File: src/rtl/set_cmd_dispatch_if.sv
// Host command, SET engine and result-consumer signals of the dispatcher.
// The slave modport is the dispatcher; the master modport is its environment.
interface set_cmd_dispatch_if;
  // host command write port
  logic        cmd_wr;
  logic [23:0] cmd_central;
  logic [11:0] cmd_radius;
  logic [1:0]  cmd_mode;
  logic        cmd_full;
  logic        cmd_ovf;
  // SET engine side
  logic        en;
  logic [23:0] central;
  logic [11:0] radius;
  logic [1:0]  mode;
  logic        set_valid;
  logic [7:0]  set_candidate;
  // result channel
  logic        res_valid;
  logic        res_ready;
  logic [7:0]  res_candidate;
  logic [1:0]  res_tag;
  logic        res_err;

  modport master (
    output cmd_wr, cmd_central, cmd_radius, cmd_mode,
    output set_valid, set_candidate, res_ready,
    input  cmd_full, cmd_ovf, en, central, radius, mode,
    input  res_valid, res_candidate, res_tag, res_err
  );

  modport slave (
    input  cmd_wr, cmd_central, cmd_radius, cmd_mode,
    input  set_valid, set_candidate, res_ready,
    output cmd_full, cmd_ovf, en, central, radius, mode,
    output res_valid, res_candidate, res_tag, res_err
  );
endinterface

File: src/rtl/set_cmd_dispatch.sv
// Command dispatcher for a SET engine: queues host commands in a small FIFO,
// issues them one at a time, waits for the engine result (or a timeout) and
// holds the tagged result until the consumer accepts it.
module set_cmd_dispatch #(
  parameter int FIFO_DEPTH = 4,
  parameter int TIMEOUT    = 300
) (
  input  logic              clk,
  input  logic              rst,
  set_cmd_dispatch_if.slave bus
);

  localparam int AW = $clog2(FIFO_DEPTH);
  localparam int CW = ($clog2(TIMEOUT + 1) > 9) ? $clog2(TIMEOUT + 1) : 9;
  localparam int EW = 24 + 12 + 2 + 2;
  localparam logic [AW:0]   DEPTH_C   = (AW + 1)'(FIFO_DEPTH);
  localparam logic [CW-1:0] TIMEOUT_C = CW'(TIMEOUT);

  typedef enum logic [1:0] {S_IDLE, S_ISSUE, S_WAIT, S_HOLD} state_t;

  state_t        r_state;
  state_t        w_state_next;

  // FIFO entry: {central, radius, mode, tag}
  logic [EW-1:0] r_mem [FIFO_DEPTH];
  logic [AW-1:0] r_wr_ptr;
  logic [AW-1:0] r_rd_ptr;
  logic [AW:0]   r_count;
  logic [1:0]    r_wr_tag;
  logic          r_ovf;

  logic [23:0]   r_central;
  logic [11:0]   r_radius;
  logic [1:0]    r_mode;
  logic [1:0]    r_cur_tag;
  logic [CW-1:0] r_wait_cnt;

  logic          r_res_valid;
  logic [7:0]    r_res_candidate;
  logic [1:0]    r_res_tag;
  logic          r_res_err;

  logic          w_full;
  logic          w_wr_ok;
  logic          w_load_head;
  logic          w_en;
  logic          w_hit;
  logic          w_timeout;
  logic          w_accept;
  logic          w_pop;

  assign w_full  = (r_count == DEPTH_C);
  // a write while full is dropped even if the head is popped in the same cycle
  assign w_wr_ok = bus.cmd_wr && !w_full;
  assign w_pop   = w_hit || w_timeout;

  // FSM state register
  always_ff @(posedge clk) begin
    if (rst) r_state <= S_IDLE;
    else     r_state <= w_state_next;
  end

  // FSM next-state logic
  always_comb begin
    w_state_next = r_state;
    case (r_state)
      S_IDLE:  if ((r_count != '0) && !r_res_valid) w_state_next = S_ISSUE;
      S_ISSUE: w_state_next = S_WAIT;
      S_WAIT:  if (bus.set_valid || (r_wait_cnt >= TIMEOUT_C)) w_state_next = S_HOLD;
      S_HOLD:  if (r_res_valid && bus.res_ready) w_state_next = S_IDLE;
      default: w_state_next = S_IDLE;
    endcase
  end

  // FSM outputs: start pulse, head load, result capture and accept strobes
  always_comb begin
    w_en        = 1'b0;
    w_load_head = 1'b0;
    w_hit       = 1'b0;
    w_timeout   = 1'b0;
    w_accept    = 1'b0;
    case (r_state)
      S_IDLE:  w_load_head = (r_count != '0) && !r_res_valid;
      S_ISSUE: w_en = 1'b1;
      S_WAIT: begin
        w_hit     = bus.set_valid;
        w_timeout = !bus.set_valid && (r_wait_cnt >= TIMEOUT_C);
      end
      S_HOLD:  w_accept = r_res_valid && bus.res_ready;
      default: ;
    endcase
  end

  // FIFO storage, no reset so it maps onto RAM
  always_ff @(posedge clk) begin
    if (w_wr_ok) r_mem[r_wr_ptr] <= {bus.cmd_central, bus.cmd_radius, bus.cmd_mode, r_wr_tag};
  end

  // FIFO pointers, occupancy, tag counter and sticky overflow flag
  always_ff @(posedge clk) begin
    if (rst) begin
      r_wr_ptr <= '0;
      r_rd_ptr <= '0;
      r_count  <= '0;
      r_wr_tag <= '0;
      r_ovf    <= 1'b0;
    end else begin
      if (w_wr_ok) begin
        r_wr_ptr <= r_wr_ptr + 1'b1;
        r_wr_tag <= r_wr_tag + 1'b1;
      end
      if (bus.cmd_wr && w_full) r_ovf <= 1'b1;
      if (w_pop) r_rd_ptr <= r_rd_ptr + 1'b1;
      case ({w_wr_ok, w_pop})
        2'b10:   r_count <= r_count + 1'b1;
        2'b01:   r_count <= r_count - 1'b1;
        default: r_count <= r_count;
      endcase
    end
  end

  // registered read of the FIFO head; held stable until the next issue
  always_ff @(posedge clk) begin
    if (rst) begin
      r_central <= '0;
      r_radius  <= '0;
      r_mode    <= '0;
      r_cur_tag <= '0;
    end else if (w_load_head) begin
      {r_central, r_radius, r_mode, r_cur_tag} <= r_mem[r_rd_ptr];
    end
  end

  // wait counter: 1 in the first WAIT cycle, saturating so it never wraps
  always_ff @(posedge clk) begin
    if (rst)                                        r_wait_cnt <= '0;
    else if (w_en)                                  r_wait_cnt <= CW'(1);
    else if ((r_state == S_WAIT) && (r_wait_cnt != '1)) r_wait_cnt <= r_wait_cnt + 1'b1;
  end

  // result capture on engine strobe or timeout, released on accept
  always_ff @(posedge clk) begin
    if (rst) begin
      r_res_valid     <= 1'b0;
      r_res_candidate <= '0;
      r_res_tag       <= '0;
      r_res_err       <= 1'b0;
    end else if (w_pop) begin
      r_res_valid     <= 1'b1;
      r_res_candidate <= w_hit ? bus.set_candidate : 8'd0;
      r_res_tag       <= r_cur_tag;
      r_res_err       <= w_timeout;
    end else if (w_accept) begin
      r_res_valid     <= 1'b0;
    end
  end

  assign bus.cmd_full      = w_full;
  assign bus.cmd_ovf       = r_ovf;
  assign bus.en            = w_en;
  assign bus.central       = r_central;
  assign bus.radius        = r_radius;
  assign bus.mode          = r_mode;
  assign bus.res_valid     = r_res_valid;
  assign bus.res_candidate = r_res_candidate;
  assign bus.res_tag       = r_res_tag;
  assign bus.res_err       = r_res_err;

endmodule
File: src/flat_wrapper.sv
// flat-port wrapper written by rule: the top's interface ports become plain ports
module set_cmd_dispatch_flat 
#(
  parameter int FIFO_DEPTH = 4,
  parameter int TIMEOUT    = 300
)
  (clk, rst, bus_cmd_wr, bus_cmd_central, bus_cmd_radius, bus_cmd_mode, bus_set_valid, bus_set_candidate, bus_res_ready, bus_cmd_full, bus_cmd_ovf, bus_en, bus_central, bus_radius, bus_mode, bus_res_valid, bus_res_candidate, bus_res_tag, bus_res_err);
  set_cmd_dispatch_if bus_i ();
  input  logic clk;
  input  logic rst;
  input wire logic [$bits(bus_i.cmd_wr)-1:0] bus_cmd_wr;
  input wire logic [$bits(bus_i.cmd_central)-1:0] bus_cmd_central;
  input wire logic [$bits(bus_i.cmd_radius)-1:0] bus_cmd_radius;
  input wire logic [$bits(bus_i.cmd_mode)-1:0] bus_cmd_mode;
  input wire logic [$bits(bus_i.set_valid)-1:0] bus_set_valid;
  input wire logic [$bits(bus_i.set_candidate)-1:0] bus_set_candidate;
  input wire logic [$bits(bus_i.res_ready)-1:0] bus_res_ready;
  output wire logic [$bits(bus_i.cmd_full)-1:0] bus_cmd_full;
  output wire logic [$bits(bus_i.cmd_ovf)-1:0] bus_cmd_ovf;
  output wire logic [$bits(bus_i.en)-1:0] bus_en;
  output wire logic [$bits(bus_i.central)-1:0] bus_central;
  output wire logic [$bits(bus_i.radius)-1:0] bus_radius;
  output wire logic [$bits(bus_i.mode)-1:0] bus_mode;
  output wire logic [$bits(bus_i.res_valid)-1:0] bus_res_valid;
  output wire logic [$bits(bus_i.res_candidate)-1:0] bus_res_candidate;
  output wire logic [$bits(bus_i.res_tag)-1:0] bus_res_tag;
  output wire logic [$bits(bus_i.res_err)-1:0] bus_res_err;
  assign bus_i.cmd_wr = bus_cmd_wr;
  assign bus_i.cmd_central = bus_cmd_central;
  assign bus_i.cmd_radius = bus_cmd_radius;
  assign bus_i.cmd_mode = bus_cmd_mode;
  assign bus_i.set_valid = bus_set_valid;
  assign bus_i.set_candidate = bus_set_candidate;
  assign bus_i.res_ready = bus_res_ready;
  assign bus_cmd_full = bus_i.cmd_full;
  assign bus_cmd_ovf = bus_i.cmd_ovf;
  assign bus_en = bus_i.en;
  assign bus_central = bus_i.central;
  assign bus_radius = bus_i.radius;
  assign bus_mode = bus_i.mode;
  assign bus_res_valid = bus_i.res_valid;
  assign bus_res_candidate = bus_i.res_candidate;
  assign bus_res_tag = bus_i.res_tag;
  assign bus_res_err = bus_i.res_err;
  set_cmd_dispatch #(.FIFO_DEPTH(FIFO_DEPTH), .TIMEOUT(TIMEOUT)) u_core (.clk(clk), .rst(rst), .bus(bus_i));
endmodule
File: config.mk
export PLATFORM = sky130hd
export DESIGN_NAME = set_cmd_dispatch_flat
export DESIGN_NICKNAME = d
export VERILOG_FILES = /design/src/rtl/set_cmd_dispatch_if.sv /design/src/rtl/set_cmd_dispatch.sv /design/src/flat_wrapper.sv
export SDC_FILE = /design/constraint.sdc
export NUM_CORES = 1
export LEC_CHECK = 0
export CAP_MARGIN = 40
export CORE_ASPECT_RATIO = 0.9
export CORE_MARGIN = 4
export CORE_UTILIZATION = 50
export DETAILED_ROUTE_END_ITERATION = 7
export PLACE_DENSITY = 0.86
export SETUP_SLACK_MARGIN = 0.1
export SLEW_MARGIN = 10
export SYNTH_ARGS = -nofsm -noshare
export SYNTH_HDL_FRONTEND = slang
export SYNTH_SLANG_ARGS = --single-unit
File: constraint.sdc
create_clock -name clk -period 2.25 [get_ports clk]
set_clock_uncertainty 0.05 [all_clocks]
set_input_delay 0.5625 -clock clk [delete_from_list [all_inputs] [get_ports clk]]
set_output_delay 0.5625 -clock clk [all_outputs]
set_load 0.02 [all_outputs]
After elaboration in Yosys (flattened, before gate mapping)
Memory sizes are Yosys's and may differ from the RTL's. A register that Yosys moved wholly into a read port is not among the register bits.
Cells that the tools add are included.
{ "totals": {"romBits": 0, "inputBits": 51, "mem_bits_rw": 160, "reg_bits": 33, "word_cells": 65, "latchBits": 0, "mem_count": 1} }
{ "mem_list": {"columns": ["name", "depth", "width", "read_ports", "rd_ports_with_merged_regs", "wr", "line", "text"], "rows": [
  ["u_core.r_mem", 4, 40, 1, 1, 1, "set_cmd_dispatch.sv:25", "logic [EW-1:0] r_mem [FIFO_DEPTH];"]
]} }
{ "classes": {"shifts": 0, "bitwise": 0, "n_mux": 17, "n_eq_ne": 10, "n_div": 0, "magnitude_cmp": 1, "n_reduce_logical": 18, "mul": 0, "add_sub_neg": 6} }
{ "op_table": {"columns": ["op", "n"], "rows": [
  ["$mux 1", 11],
  ["$add 9x1->9 const B", 1],
  ["$ge 9x9->1 const B", 1],
  ["$ne 9x9->1 const B", 1],
  ["$mux 8", 1],
  ["$pmux 2 s4", 1],
  ["$add 2x1->2 const B", 3],
  ["$eq 2x2->1 const B", 3],
  ["$logic_and 1x1->1", 6],
  ["$mux 2", 3],
  ["$ne 2x1->1 const B", 3],
  ["$pmux 3 s2", 1],
  ["$reduce_bool 2->1", 3],
  ["$eq 2x1->1 const B", 2],
  ["$add 3x1->3 const B", 1],
  ["$eq 3x3->1 const B", 1],
  ["$logic_not 1->1", 3],
  ["$reduce_and 3->1", 1],
  ["$reduce_bool 3->1", 1],
  ["$sub 3x1->3 const B", 1],
  ["$logic_not 2->1", 1],
  ["$logic_or 1x1->1", 2],
  ["$reduce_or 2->1", 1]
]} }

Longest topological paths before layout
{ "logic_depth": {"depth_word": 6, "depth_mapped": 12, "ltp_nobuf": 10} }

Least setup slack after synthesis
Ideal clock, no wire load.
{ "synth_timing": {"path_type": "reg2reg", "from": "register u_core.r_state[0]", "to": "register u_core.r_count[2]", "t_arrival_ns": 2.195, "path_buffers": 2, "stages_incl_launch_ff": 13, "synth_period_minus_slack_ns": 2.316, "slack_ns": -0.066, "path_cell_list": "dfxtp_1 inv_1 ha_1 buf_2 nand4_1 buf_2 nand2_1 ha_1 inv_1 fa_1 xor2_1 or3_1 a21oi_1"} }
{ "synth_via": {"elab_chain_len": 5} }
{ "synth_rtl": {"columns": ["item", "line", "text"], "rows": [
  ["start: declaration", "set_cmd_dispatch.sv:21", "state_t r_state;"],
  ["start signal: assignment", "set_cmd_dispatch.sv:60", "else r_state <= w_state_next;"],
  ["$eq 2x2->1 *", "set_cmd_dispatch.sv:82", "case (r_state)"],
  ["$mux 1", "set_cmd_dispatch.sv:82", null],
  ["$logic_or 1x1->1 *", "set_cmd_dispatch.sv:55", "assign w_pop = w_hit || w_timeout;"],
  ["via u_core.w_pop", "set_cmd_dispatch.sv:50", "logic w_pop;"],
  ["$eq 2x1->1 or $eq 2x2->1 (tied branches)", "set_cmd_dispatch.sv:114", "case ({w_wr_ok, w_pop})"],
  ["$pmux 3 s2 or $reduce_bool 2->1 (tied branches)", null, null],
  ["end signal: assignment", "set_cmd_dispatch.sv:115", "2'b10: r_count <= r_count + 1'b1;"],
  ["end signal: assignment", "set_cmd_dispatch.sv:116", "2'b01: r_count <= r_count - 1'b1;"],
  ["end signal: assignment", "set_cmd_dispatch.sv:117", "default: r_count <= r_count;"],
  ["end: declaration", "set_cmd_dispatch.sv:28", "logic [AW:0] r_count;"]
]} }
The timed path passes the listed nets; every way through them passes the cells marked *.
A chain may end at the register's enable or synchronous reset.

Worst setup path after layout
{ "layout_timing": {"from": "register u_core.r_count[0]", "to": "register u_core.r_count[2]"} }
{ "layout_via": {"elab_chain_len": 5} }
{ "layout_rtl": {"columns": ["item", "line", "text"], "rows": [
  ["$eq 3x3->1", "set_cmd_dispatch.sv:52", "assign w_full = (r_count == DEPTH_C);"],
  ["$logic_not 1->1", "set_cmd_dispatch.sv:54", "assign w_wr_ok = bus.cmd_wr && !w_full;"],
  ["$logic_and 1x1->1", "set_cmd_dispatch.sv:54", null],
  ["$eq 2x1->1 or $eq 2x2->1 (tied branches)", "set_cmd_dispatch.sv:114", null],
  ["$pmux 3 s2 or $reduce_bool 2->1 (tied branches)", null, null]
]} }
Several ways; a longest one is shown, not always the timed one.

==> summary.txt <==
Worst path depth: 9
Internal: 8.506 mW
Max-cap viol count: 0
HP Class: reg -> reg
Mapped Nets: 629
Total GRT Usage: 18.44%
Ports: 104
Most common cell after layout, fill and taps aside: edfxtp_1
Register area: 6279 um2
RSZ-0062 raised after global routing: true
Row count: 45
Power consumption: 11.83 mW
Multi-input gate area: 2307 um2
Final WL: 18280 um
CP Class: reg -> reg
Reg clk slew, reported paths: 60 ps
LEAKAGE: 3.741 nW
Final cell count without fillers: 940
Cell area after synthesis: 8808 um2
H-tree Lvls: 1
Fillers: 1172
Hold_ws: 401.9 ps
Switching power: 3.325 mW
CTS tree: built
Slew HR: 60.00%
Placed cells: 894
Diode count: 0
WL per Instance: 19.44 um
Root Driver: clkbuf_16
Layout cells sized above 1: 18.44%
Combinational Power Share: 23.9%
Initial core utilization: 51.63%
DPL Wire Length: 11550 um
Vias in the first global route: 5292
Crit-path slowest cell: or3b_4
Warnings, synthesis: 0
CP bufs+invs: 2
Crit end category: register
Post-synth top area share: 54.55%
Crit-path max cell delay: 400 ps
Worst-Skew Late Latency: 500 ps
Largest delay share family, worst path: simple AND/OR/NAND/NOR gates
First-pass GRT wire length: 28720 um
DRT antenna net count: 0
P&R area growth vs syn: 24.67%
Placer Congestion: 0.7870
Register-to-register setup slack: 90 ps
Hold Buf Count CTS: 0
RR Endpoint: u_core.r_count[2]
Die Y: 133.9 um
WP data arrival: 2540 ps
Synthesized instance count: 565
Die Span X: 147.9 um
Kind of start point of the critical path: register
Register area share after synthesis: 71.14%
Worst slew pin tran: 600.0 ps
Commonest non-fill, non-tap cells in the layout: edfxtp_1, clkdlybuf4s50_1, nand2_1
Clock buffer count from CTS: 23
Async S/R FF share, synth: 0%
Worst Path Required: 2630 ps
CP Max Fanout: 3
Detailed Route Iter0 Violations: 315
CTS max path bufs: 3
Post-DR vias/cell: 5.436
Flops & latches, synth: 233
Hold Fails Final Rpt: 0
Final setup viols: 0
Layout net count: 752
Maximum vdd drop: 0.7326 mV
Crit path to: u_core.r_count[2]
Core Area: 17060 um2
Remaining Overflow, GRT: 0
Crit path from: u_core.r_count[0]
Full die area: 19810 um2
Pre-antenna DRT Iters: 5
Status: completed
Worst reg-to-reg path cell count: 9
CTS sink count: 233
Post-layout min period: 2162 ps
Worst r2r src: u_core.r_count[0]
Area after DPL: 10210 um2
Clock share of power: 30.8%
Seq pwr share: 45.3%
Synth area leaders: edfxtp_1, dfxtp_1, mux4_2
Post-route cell area: 10980 um2
Ys flop type: edfxtp_1
Net Sw Frac: 28.10%
Drt drc: 0
Cell variety after synth: 44
Fin. max-slew vios: 0
Pin count of the biggest net entering global routing: 41
Avg Cell Area, Syn: 15.59 um2
P per Cell Area: 1077 nW/um2
Max Fclk: 0.4625 GHz
Cell Chain, Critical Path: or3b_4 > and2_4 > clkinv_4 > ha_4 > inv_1 > fa_2 > xor2_1 > or3_1 > a21oi_1
TNS Setup: 0 ps
EDFF count, synth: 160
Period utilization: 96.10%
Vias: 5110
Initial antenna violation count: 0
PortBufs: 103
Synth area leader: edfxtp_1
## power by group through the flow
stage               logic [mW]  clock network (mW)  registers, mW
floorplan                 1.51                   0           5.67
global placement          2.71                   0           5.41
detailed placement        2.82                   0           5.45
CTS                       2.86                3.71           5.36
global route              3.06                3.89           5.41
finish                    2.83                3.64           5.36
## tightest hold or removal path: cells and delay by family, from the launching register on
kind | cells | cell delay [ps]
simple gates | 1 | 50
flops | 1 | 300
compound gates | 1 | 50
## cell type report
| cell class | instances | area share [%] |
|---|---|---|
| Timing Repair Buffer | 131 | 12.07 |
| Tap cell | 235 | 2.677 |
| Clock buffer | 33 | 5.947 |
| Sequential cell | 233 | 57.17 |
| Clock inverter | 9 | 0.6722 |
| Multi-Input combinational cell | 287 | 21.01 |
| Inverter | 12 | 0.4557 |
## kinds of logic (layout without fill, tap and decap cells)
group	Yosys count	count (layout)	share of synthesized area, %
simple gates	150	150	7.529
compound gates	69	69	4.631
flops	233	233	71.14
mux	43	43	10.58
fa+ha+maj	13	13	1.932
buf+inv	45	185	2.997
xor+xnor	12	12	1.193
## synthesized netlist by cell type, types with 3 or more instances
| library cell | instances |
|---|---|
| ha_1 | 12 |
| inv_1 | 11 |
| a32oi_1 | 8 |
| nand4_1 | 3 |
| nor2b_1 | 3 |
| xor2_1 | 9 |
| nand2_1 | 88 |
| buf_6 | 9 |
| mux4_2 | 40 |
| edfxtp_1 | 160 |
| xnor2_1 | 3 |
| and4_1 | 3 |
| nand2b_1 | 3 |
| a21oi_1 | 47 |
| clkbuf_1 | 8 |
| and3_1 | 5 |
| buf_2 | 12 |
| o21ai_0 | 3 |
| nand3_1 | 5 |
| nor2_1 | 27 |
| dfxtp_1 | 73 |
## through the flow
step	util (%)	setup slack, ps
2_1_floorplan	-	67.65
3_3_place_gp	59.87	-199.4
3_5_place_dp	59.87	-283.1
4_1_cts	64.33	42.73
5_1_grt	64.37	-24.04
6_report	64.37	87.73
## what timing repair did
action,4_1_cts,5_1_grt
pin swaps,2,1
setup endpoints to repair,3,6
gates resized for setup,7,10
buffers inserted,4,0
## worst min-delay path by stage
stage / endpoint / from / slack (ps) / depth (start not counted)
floorplan: u_core.r_cur_tag[0] / u_core.r_cur_tag[0] / 380 / 2
global placement: u_core.bus.central[13] / u_core.bus.central[13] / 390 / 2
detailed placement: u_core.bus.central[5] / u_core.bus.central[5] / 400 / 2
CTS: u_core.bus.res_candidate[1] / rst / 390 / 2
global route: u_core.bus.res_candidate[1] / rst / 410 / 2
finish: u_core.bus.central[5] / u_core.bus.central[5] / 400 / 2
## routing by layer
metal  share of wire (%)  vias to the layer above  track usage, %
li1                    -                     2344               -
met1                  40                     2578           23.24
met2                  52                      155           32.76
met3                 5.3                       33           3.345
met4                 2.6                        0           5.644
met5                   0                        -               0
## registers in the layout (all words and copies together) (netlist names)
register / count
u_core.r_state: 2
u_core.r_wr_ptr: 2
u_core.r_wr_tag: 2
u_core.bus.radius: 12
u_core.bus.mode: 2
u_core.bus.res_candidate: 8
u_core.bus.res_err: 1
u_core.bus.res_tag: 2
u_core.r_count: 3
u_core.r_rd_ptr: 2
u_core.r_mem: 160
u_core.r_wait_cnt: 9
u_core.r_cur_tag: 2
u_core.bus.central: 24
u_core.bus.res_valid: 1
u_core.bus.cmd_ovf: 1
No activity file was read; power rests on OpenSTA's default activity.
